$ cat config.mk
export PLATFORM = sky130hd
export DESIGN_NAME = mem_ctrl
export DESIGN_NICKNAME = d
export VERILOG_FILES = /design/src/rtl/mem_ctrl_pkg.sv /design/src/rtl/mem_ctrl_ser.sv /design/src/rtl/mem_ctrl.sv
export SDC_FILE = /design/constraint.sdc
export NUM_CORES = 1
export LEC_CHECK = 0
export CAP_MARGIN = 20
export CORE_MARGIN = 1
export CORE_UTILIZATION = 49
export CTS_BUF_LIST = sky130_fd_sc_hd__clkbuf_4 sky130_fd_sc_hd__clkbuf_8 sky130_fd_sc_hd__clkbuf_16
export DETAILED_ROUTE_END_ITERATION = 6
export PLACE_DENSITY_LB_ADDON = 0.3
export SLEW_MARGIN = 20
export SYNTH_ARGS = -nofsm -noshare
export SYNTH_HDL_FRONTEND = slang
export SYNTH_SLANG_ARGS = --single-unit
$ cat constraint.sdc
create_clock -name i_clk -period 6.9 [get_ports i_clk]
set_clock_uncertainty 0.2 [all_clocks]
set_input_delay 2.07 -clock i_clk [delete_from_list [all_inputs] [get_ports i_clk]]
set_output_delay 2.07 -clock i_clk [all_outputs]
set_load 0.005 [all_outputs]
$ cat src/rtl/mem_ctrl_pkg.sv
// Shared encodings for the mem_ctrl command sequencer.
// ST_CSUM exists only when MEM_CTRL_CSUM_EN is defined.
package mem_ctrl_pkg;

    localparam logic [1:0] CMD_WRITE = 2'd0;
    localparam logic [1:0] CMD_READ  = 2'd1;
    localparam logic [1:0] CMD_BURST = 2'd2;
    localparam logic [1:0] CMD_RSVD  = 2'd3;

    localparam int BYTES_PER_WORD = 4;

    typedef enum logic [2:0] {
        ST_IDLE,
        ST_WR,
        ST_RD,
        ST_RD_LAT,
        ST_TX
`ifdef MEM_CTRL_CSUM_EN
        , ST_CSUM
`endif
    } state_t;

endpackage

$ cat src/rtl/mem_ctrl_ser.sv
// Word-to-byte serialiser, LSB first, valid/ready output; optional XOR checksum
// byte when MEM_CTRL_CSUM_EN is defined.
module mem_ctrl_ser
    import mem_ctrl_pkg::*;
(
    input  logic        i_clk,
    input  logic        i_nrst,
    input  logic        i_start,
    input  logic        i_load,
    input  logic [31:0] i_word,
    input  logic        i_csum_load,
    output logic        o_tx_valid,
    output logic [7:0]  o_tx_data,
    input  logic        i_tx_ready,
    output logic        o_word_done
);

    localparam logic [1:0] LAST_BYTE = 2'(BYTES_PER_WORD - 1);

    logic [31:0] shift_q;
    logic [1:0]  byte_cnt_q;
    logic        hs;

    // Handshake: a byte is consumed when valid and ready are both high at a clock edge.
    assign hs          = o_tx_valid & i_tx_ready;
    assign o_word_done = hs && (byte_cnt_q == LAST_BYTE);
    assign o_tx_data   = shift_q[7:0];

`ifdef MEM_CTRL_CSUM_EN
    logic [7:0] acc_q;
    logic       csum_phase_q;

    always_ff @(posedge i_clk or negedge i_nrst) begin
        if (!i_nrst) begin
            acc_q        <= 8'h00;
            csum_phase_q <= 1'b0;
        end else begin
            if (i_start)
                acc_q <= 8'h00;
            else if (hs && !csum_phase_q)
                acc_q <= acc_q ^ shift_q[7:0];
            if (i_load)
                csum_phase_q <= 1'b0;
            else if (i_csum_load)
                csum_phase_q <= 1'b1;
        end
    end
`else
    logic unused_csum;
    assign unused_csum = i_csum_load ^ i_start;
`endif

    always_ff @(posedge i_clk or negedge i_nrst) begin
        if (!i_nrst) begin
            shift_q    <= 32'h0;
            byte_cnt_q <= 2'd0;
            o_tx_valid <= 1'b0;
        end else if (i_load) begin
            shift_q    <= i_word;
            byte_cnt_q <= 2'd0;
            o_tx_valid <= 1'b1;
`ifdef MEM_CTRL_CSUM_EN
        end else if (i_csum_load) begin
            // Loaded on the last data handshake, so fold that byte in here.
            shift_q    <= {24'h0, acc_q ^ shift_q[7:0]};
            byte_cnt_q <= LAST_BYTE;
            o_tx_valid <= 1'b1;
`endif
        end else if (hs) begin
            shift_q    <= shift_q >> 8;
            byte_cnt_q <= byte_cnt_q + 2'd1;
            if (byte_cnt_q == LAST_BYTE)
                o_tx_valid <= 1'b0;
        end
    end

endmodule

$ cat src/rtl/mem_ctrl.sv
// Command sequencer between the UART decoder and a single-port RAM; read data
// leaves as a byte stream. MEM_CTRL_CSUM_EN adds a trailing XOR checksum byte.
module mem_ctrl
    import mem_ctrl_pkg::*;
#(
    parameter int ADDR_W  = 8,
    parameter int BURST_W = 8
) (
    input  logic              i_clk,
    input  logic              i_nrst,
    input  logic              i_cmd_valid,
    output logic              o_cmd_ready,
    input  logic [1:0]        i_cmd,
    input  logic [31:0]       i_addr,
    input  logic [31:0]       i_data,
    output logic              o_ram_en,
    output logic              o_ram_we,
    output logic [ADDR_W-1:0] o_ram_addr,
    output logic [31:0]       o_ram_wdata,
    input  logic [31:0]       i_ram_rdata,
    output logic              o_tx_valid,
    output logic [7:0]        o_tx_data,
    input  logic              i_tx_ready,
    output logic              o_err,
    output logic              o_busy
);

    localparam logic [BURST_W:0] ONE_WORD = (BURST_W + 1)'(1);

    state_t           state_q;
    logic [BURST_W:0] words_q;
    logic             accept;
    logic             bad_cmd;
    logic             ser_load;
    logic             csum_load;
    logic             word_done;

    assign o_cmd_ready = (state_q == ST_IDLE);
    assign o_busy      = ~o_cmd_ready;
    assign accept      = i_cmd_valid & o_cmd_ready;
    assign bad_cmd     = (i_addr[31:ADDR_W] != '0) || (i_cmd == CMD_RSVD);
    assign ser_load    = (state_q == ST_RD_LAT);
`ifdef MEM_CTRL_CSUM_EN
    assign csum_load   = (state_q == ST_TX) && word_done && (words_q == ONE_WORD);
`else
    assign csum_load   = 1'b0;
`endif

    always_ff @(posedge i_clk or negedge i_nrst) begin
        if (!i_nrst) begin
            state_q     <= ST_IDLE;
            words_q     <= '0;
            o_ram_en    <= 1'b0;
            o_ram_we    <= 1'b0;
            o_ram_addr  <= '0;
            o_ram_wdata <= 32'h0;
            o_err       <= 1'b0;
        end else begin
            o_err <= 1'b0;
            case (state_q)
                ST_IDLE: begin
                    if (accept) begin
                        if (bad_cmd) begin
                            o_err <= 1'b1;
                        end else begin
                            o_ram_addr  <= i_addr[ADDR_W-1:0];
                            o_ram_wdata <= i_data;
                            o_ram_en    <= 1'b1;
                            if (i_cmd == CMD_WRITE) begin
                                o_ram_we <= 1'b1;
                                state_q  <= ST_WR;
                            end else begin
                                o_ram_we <= 1'b0;
                                words_q  <= (i_cmd == CMD_BURST) ?
                                            {1'b0, i_data[BURST_W-1:0]} + ONE_WORD : ONE_WORD;
                                state_q  <= ST_RD;
                            end
                        end
                    end
                end
                ST_WR: begin
                    o_ram_en <= 1'b0;
                    o_ram_we <= 1'b0;
                    state_q  <= ST_IDLE;
                end
                ST_RD: begin
                    o_ram_en <= 1'b0;
                    state_q  <= ST_RD_LAT;
                end
                ST_RD_LAT: state_q <= ST_TX;
                ST_TX: begin
                    if (word_done) begin
                        words_q <= words_q - ONE_WORD;
                        if (words_q != ONE_WORD) begin
                            o_ram_addr <= o_ram_addr + 1'b1;
                            o_ram_en   <= 1'b1;
                            state_q    <= ST_RD;
                        end else begin
`ifdef MEM_CTRL_CSUM_EN
                            state_q <= ST_CSUM;
`else
                            state_q <= ST_IDLE;
`endif
                        end
                    end
                end
`ifdef MEM_CTRL_CSUM_EN
                ST_CSUM: if (word_done) state_q <= ST_IDLE;
`endif
                default: state_q <= ST_IDLE;
            endcase
        end
    end

    mem_ctrl_ser u_ser (
        .i_clk       (i_clk),
        .i_nrst      (i_nrst),
        .i_start     (accept),
        .i_load      (ser_load),
        .i_word      (i_ram_rdata),
        .i_csum_load (csum_load),
        .o_tx_valid  (o_tx_valid),
        .o_tx_data   (o_tx_data),
        .i_tx_ready  (i_tx_ready),
        .o_word_done (word_done)
    );

endmodule

Word level (Yosys, flattened, before mapping)

Cells that the tools add are included.

Add/subtract/negate cells: 4
Equal/unequal tests: 13
Multiplexer cells: 36
Bitwise operators: 4
Reduce and logical (&&, ||, !) cells: 18

Operators with widths:

| kind                                                                | number |
|---|---|
| 32-bit two-way mux                                                  | 2 |
| 9-bit two-way mux                                                   | 5 |
| 8-bit two-way mux                                                   | 4 |
| 24-bit nonzero test                                                 | 1 |
| 9-bit case mux with 2 select lines                                  | 1 |
| 8-bit case mux with 2 select lines                                  | 1 |
| 5-bit AND reduction                                                 | 3 |
| 1-bit two-way mux                                                   | 13 |
| 3-bit case mux with 4 select lines                                  | 1 |
| 8-bit by 1-bit adder with 9-bit output (second input constant)      | 1 |
| 3-bit two-way mux                                                   | 3 |
| 9-bit by 1-bit != test with 1-bit output (second input constant)    | 1 |
| 3-bit AND reduction                                                 | 3 |
| 9-bit by 1-bit subtractor with 9-bit output (second input constant) | 1 |
| 8-bit by 1-bit adder with 8-bit output (second input constant)      | 1 |
| 2-bit two-way mux                                                   | 4 |
| 2-bit nonzero test                                                  | 4 |
| 2-bit == test (second input constant)                               | 3 |
| 3-bit by 2-bit == test with 1-bit output (second input constant)    | 2 |
| 2-bit != test (second input constant)                               | 3 |
| 2-bit by 1-bit != test with 1-bit output (second input constant)    | 2 |
| 3-bit by 1-bit == test with 1-bit output (second input constant)    | 1 |
| 3-bit == test (second input constant)                               | 1 |
| 3-bit zero test                                                     | 1 |
| other kinds (11)                                                    | 13 |

Register bits: 90
Input port bits: 102
Output and inout port bits: 54
Logic and storage cells: 85

Depth between registers and ports, before layout

Depth after elaboration: 6
Mapped depth: 7
Mapped depth without buffers: 7

By module

Synthesis repeated with hierarchy kept, for this count alone.

Cell total of the unflattened synthesis: 460
Area total of the unflattened synthesis: 4,887.2 µm²

Modules (own cells, without submodules):

| module       | times used | cells each | area each (µm²) | seq. area each (µm²) |
|---|---|---|---|---|
| mem_ctrl     | 1          | 267        | 2,934.1         | 1,376.3 |
| mem_ctrl_ser | 1          | 193        | 1,953.1         | 875.8 |

Worst setup path after synthesis

Ideal clock, no wire load.

Kind: input port to flip-flop
Start point: input i_addr[8]
End point: register o_ram_wdata[0]
Setup time: 128 ps
Arrival: 3,757 ps
Data required time: 6,572 ps
Slack: 2,816 ps
Stages on the path: 5
Buffers on the path: 1
Path through: nor4_1 -> nand4_2 -> nor4_4 -> buf_4 -> mux2_1

Cells in the longest elaborated chain, start to end: 4

Ends and longest elaborated chain:

| element                       | line           | RTL |
|---|---|---|
| start, declared               | mem_ctrl.sv:14 | `input logic [31:0] i_addr,` |
| 24-bit nonzero test           | mem_ctrl.sv:41 | `assign bad_cmd = (i_addr[31:ADDR_W] != '0) \|\| (i_cmd == CMD_RSVD);` |
| 1-bit logical OR              | mem_ctrl.sv:41 |  |
| 1-bit inverter (no line)      | --             |  |
| 3-bit AND reduction (no line) | --             |  |
| end signal, assigned          | mem_ctrl.sv:67 | `o_ram_wdata <= i_data;` |
| end, declared                 | mem_ctrl.sv:19 | `output logic [31:0] o_ram_wdata,` |

No other way between the ends.
A chain may end at the register's enable or synchronous reset.

Worst setup path in the final report

Start point: input i_addr[8]
End point: register o_ram_wdata[26]

The elaborated chain is that of the path after synthesis.

==> impl_metrics.toml <==
[synth]
synth.avg_cell_area_um2 = 10.6
synth_nets = 522
synth-compound-area-share = 0.110
seq_area_frac_synth = 0.512
syn_inst = 415
synth_mux_area_frac = 0.146
synth-async-reset-ratio = 1.00
ys_types = 55
synth_top_family_by_area = "simple AND/OR/NAND/NOR gates"
synthAdderAreaFrac = 0.0142
synth-main-ff-cell = "dfrtp_1"
yosys_warnings = 0
synth-edff-count = 0
synth_simple_gate_area_frac = 0.162
synth-xor-area-share = 0.0139
synth_seq_cells = 90
syn_area_mm2 = 0.00440

[critical_path]
max_stage_delay_ns = 0.44
path_cells = "clkdlybuf4s50_1 -> nor4_1 -> nand4_2 -> nor4_4 -> buf_4 -> mux2_2"
ff2ff_setup_slack_ns = 4.02
path_buf_inv = 2
cp_top_family = "simple AND/OR/NAND/NOR gates"
crit_start = "i_addr[8]"
critPathMaxFanout = 35
path_class = "input pin to flop"
cp_slowest_cell = "buf_4"
worstPathArrival_ns = 4.40
timing.rr.start = "state_q[2]"
r2r_end = "words_q[2]"
reg2regPathDepth = 5
crit_end = "o_ram_wdata[26]"
cp_num_cells = 6
cp-end-kind = "flop"
startpoint_type = "input pin"
worstPathRequired_ns = 6.94

[routing]
drt_iter0_drc = 190
topRoutingLayerUsed = "met4"
met1_length_um = 4430
drc = 0
route.met2.wl_um = 4900
dr_wl_met3_um = 840
wl_um = 10300
ant_nets = 0
vias_per_cell = 5.48
drt-pass1-iter-count = 5
vias = 3670
avgRoutedWirePerCell_um = 15.4

[sta]
finalCritPeriodShare = 0.633
fmax_mhz = 229
grt_setup_unrepaired = "no"
hold_viol_final = 0
slew_headroom = 0.244
tightest_slew_ns = 1.13
setup_viol = 0
setup_tns_ns = 0
slew_viol_final = 0
post-route-min-period_ns = 4.36

[clocking]
cts.sinks = 90
clockRootBuffer = "clkbuf_8"
clkLatencyLatePin_ns = 0.36
cts_hold_buffers = 0
cts_buffer_depth = 2
tritoncts = "yes"
post_cts_resized = 0
clk_pin_slew_worst_paths_ns = 0.08
h-tree-depth = 3
numCtsBuffers = 9
cts_setup_buffers = 0

[die]
die_w_um = 96.8
rows = 34
start_util = 0.505
fp.dieH_um = 96.8
core_area_mm2 = 0.00872
boundaryPins = 156
dieArea_mm2 = 0.00936

[cells_and_area]
area_growth_pct = 40.7
nets = 664
layout_commonest_cell = "clkdlybuf4s50_1"
drive_gt1_frac = 0.0730
fin_util = 0.710
post-route-cell-area_mm2 = 0.00619
final_cell_mix = "154 x clkdlybuf4s50_1, 90 x dfrtp_1, 60 x nand2_1"
num_antenna_cells = 0

[placed_design]
dp_hpwl_um = 7340
portBuffers = 155
dpl-instance-area_mm2 = 0.00596
gp_congestion = 0.885

[power]
power_frac_seq = 0.469
p_int_mw = 0.996
vdd_drop_max_uv = 134
clockPowerShare = 0.260
p_switching_mw = 0.437
p_leak_nw = 2.87
comb_power_share = 0.271
powerDensity_mw_per_mm2 = 231
swShare = 0.305

[grt]
grt_pass1_wl_um = 17300
antenna_found_initial = 0
grt_max_degree = 59
track_usage = 0.225
grt_overflow = 0
grt_pass1_vias = 3714

[worst_hold_path]
hold_path_class = "flop to flop"
min_from = "o_ram_wdata[18]"

[outcome]
outcome = "completed"

[run]
drv_cap = 0
==> state kept, by name, indices dropped and copies added, names as in the netlist <==
name              count
state_q               3
u_ser.byte_cnt_q      2
o_ram_en              1
o_ram_we              1
o_ram_wdata          32
u_ser.shift_q        32
words_q               9
o_ram_addr            8
u_ser.o_tx_valid      1
o_err                 1
==> metal layers <==
metal	track usage	up-vias
li1	-	1754
met2	0.357	155
met1	0.289	1749
met4	0.0758	0
met5	0	-
met3	0.0744	12
==> power groups by stage <==
stage,sequential (mW),clock (mW),combinational [mW]
2_1_floorplan,0.649,0,0.224
3_3_place_gp,0.676,0,0.378
3_5_place_dp,0.680,0,0.390
4_1_cts,0.671,0.380,0.391
5_1_grt,0.682,0.397,0.430
6_report,0.672,0.372,0.389
==> cells in the mapped netlist (9+ instances only) <==
cell type	n	area, µm²
buf_4	11	82.6
nand2_1	61	229
inv_1	9	33.8
nor3_1	10	50.1
dfrtp_1	90	2250
o21ai_0	36	180
mux2i_1	28	280
nand3_1	16	80.1
clkbuf_1	14	52.6
a21oi_1	13	65.1
nor2_1	15	56.3
mux2_1	27	304
==> final cells by class <==
type                            instances  area, µm²
Sequential cell                        90       2250
Clock buffer                           11        145
Inverter                                9       33.8
Fill cell                             656       2530
Timing Repair Buffer                  158       1590
Multi-Input combinational cell        289       1970
Clock inverter                          5       62.6
Tap cell                              108        135
==> logic make-up (layout without fill, tap and decap cells) <==
kind of cell    after synthesis  after routing
compound gates               79             79
xor+xnor                      7              7
fa+ha+maj                     5              5
buf+inv                      36            183
flops                        90             90
mux                          60             60
simple gates                138            138
==> stage by stage <==
step,setup slack [ns],hold WS [ns],power [mW],instances
after floorplan,2.82,0.248,0.873,415
after global placement,2.27,0.268,1.05,653
after detailed placement,2.16,0.273,1.07,653
after CTS,2.52,0.293,1.44,669
after global routing,2.44,0.304,1.51,670
final,2.54,0.292,1.43,670
==> worst min path at each step <==
stage	to	slack, ns	cells past startpoint
finish	o_ram_wdata[18]	0.29	1
global route	words_q[8]	0.30	1
CTS	words_q[8]	0.29	1
detailed placement	words_q[8]	0.27	1
global placement	o_ram_wdata[10]	0.27	1
floorplan	words_q[8]	0.25	1
No activity file was read; power rests on OpenSTA's default activity.
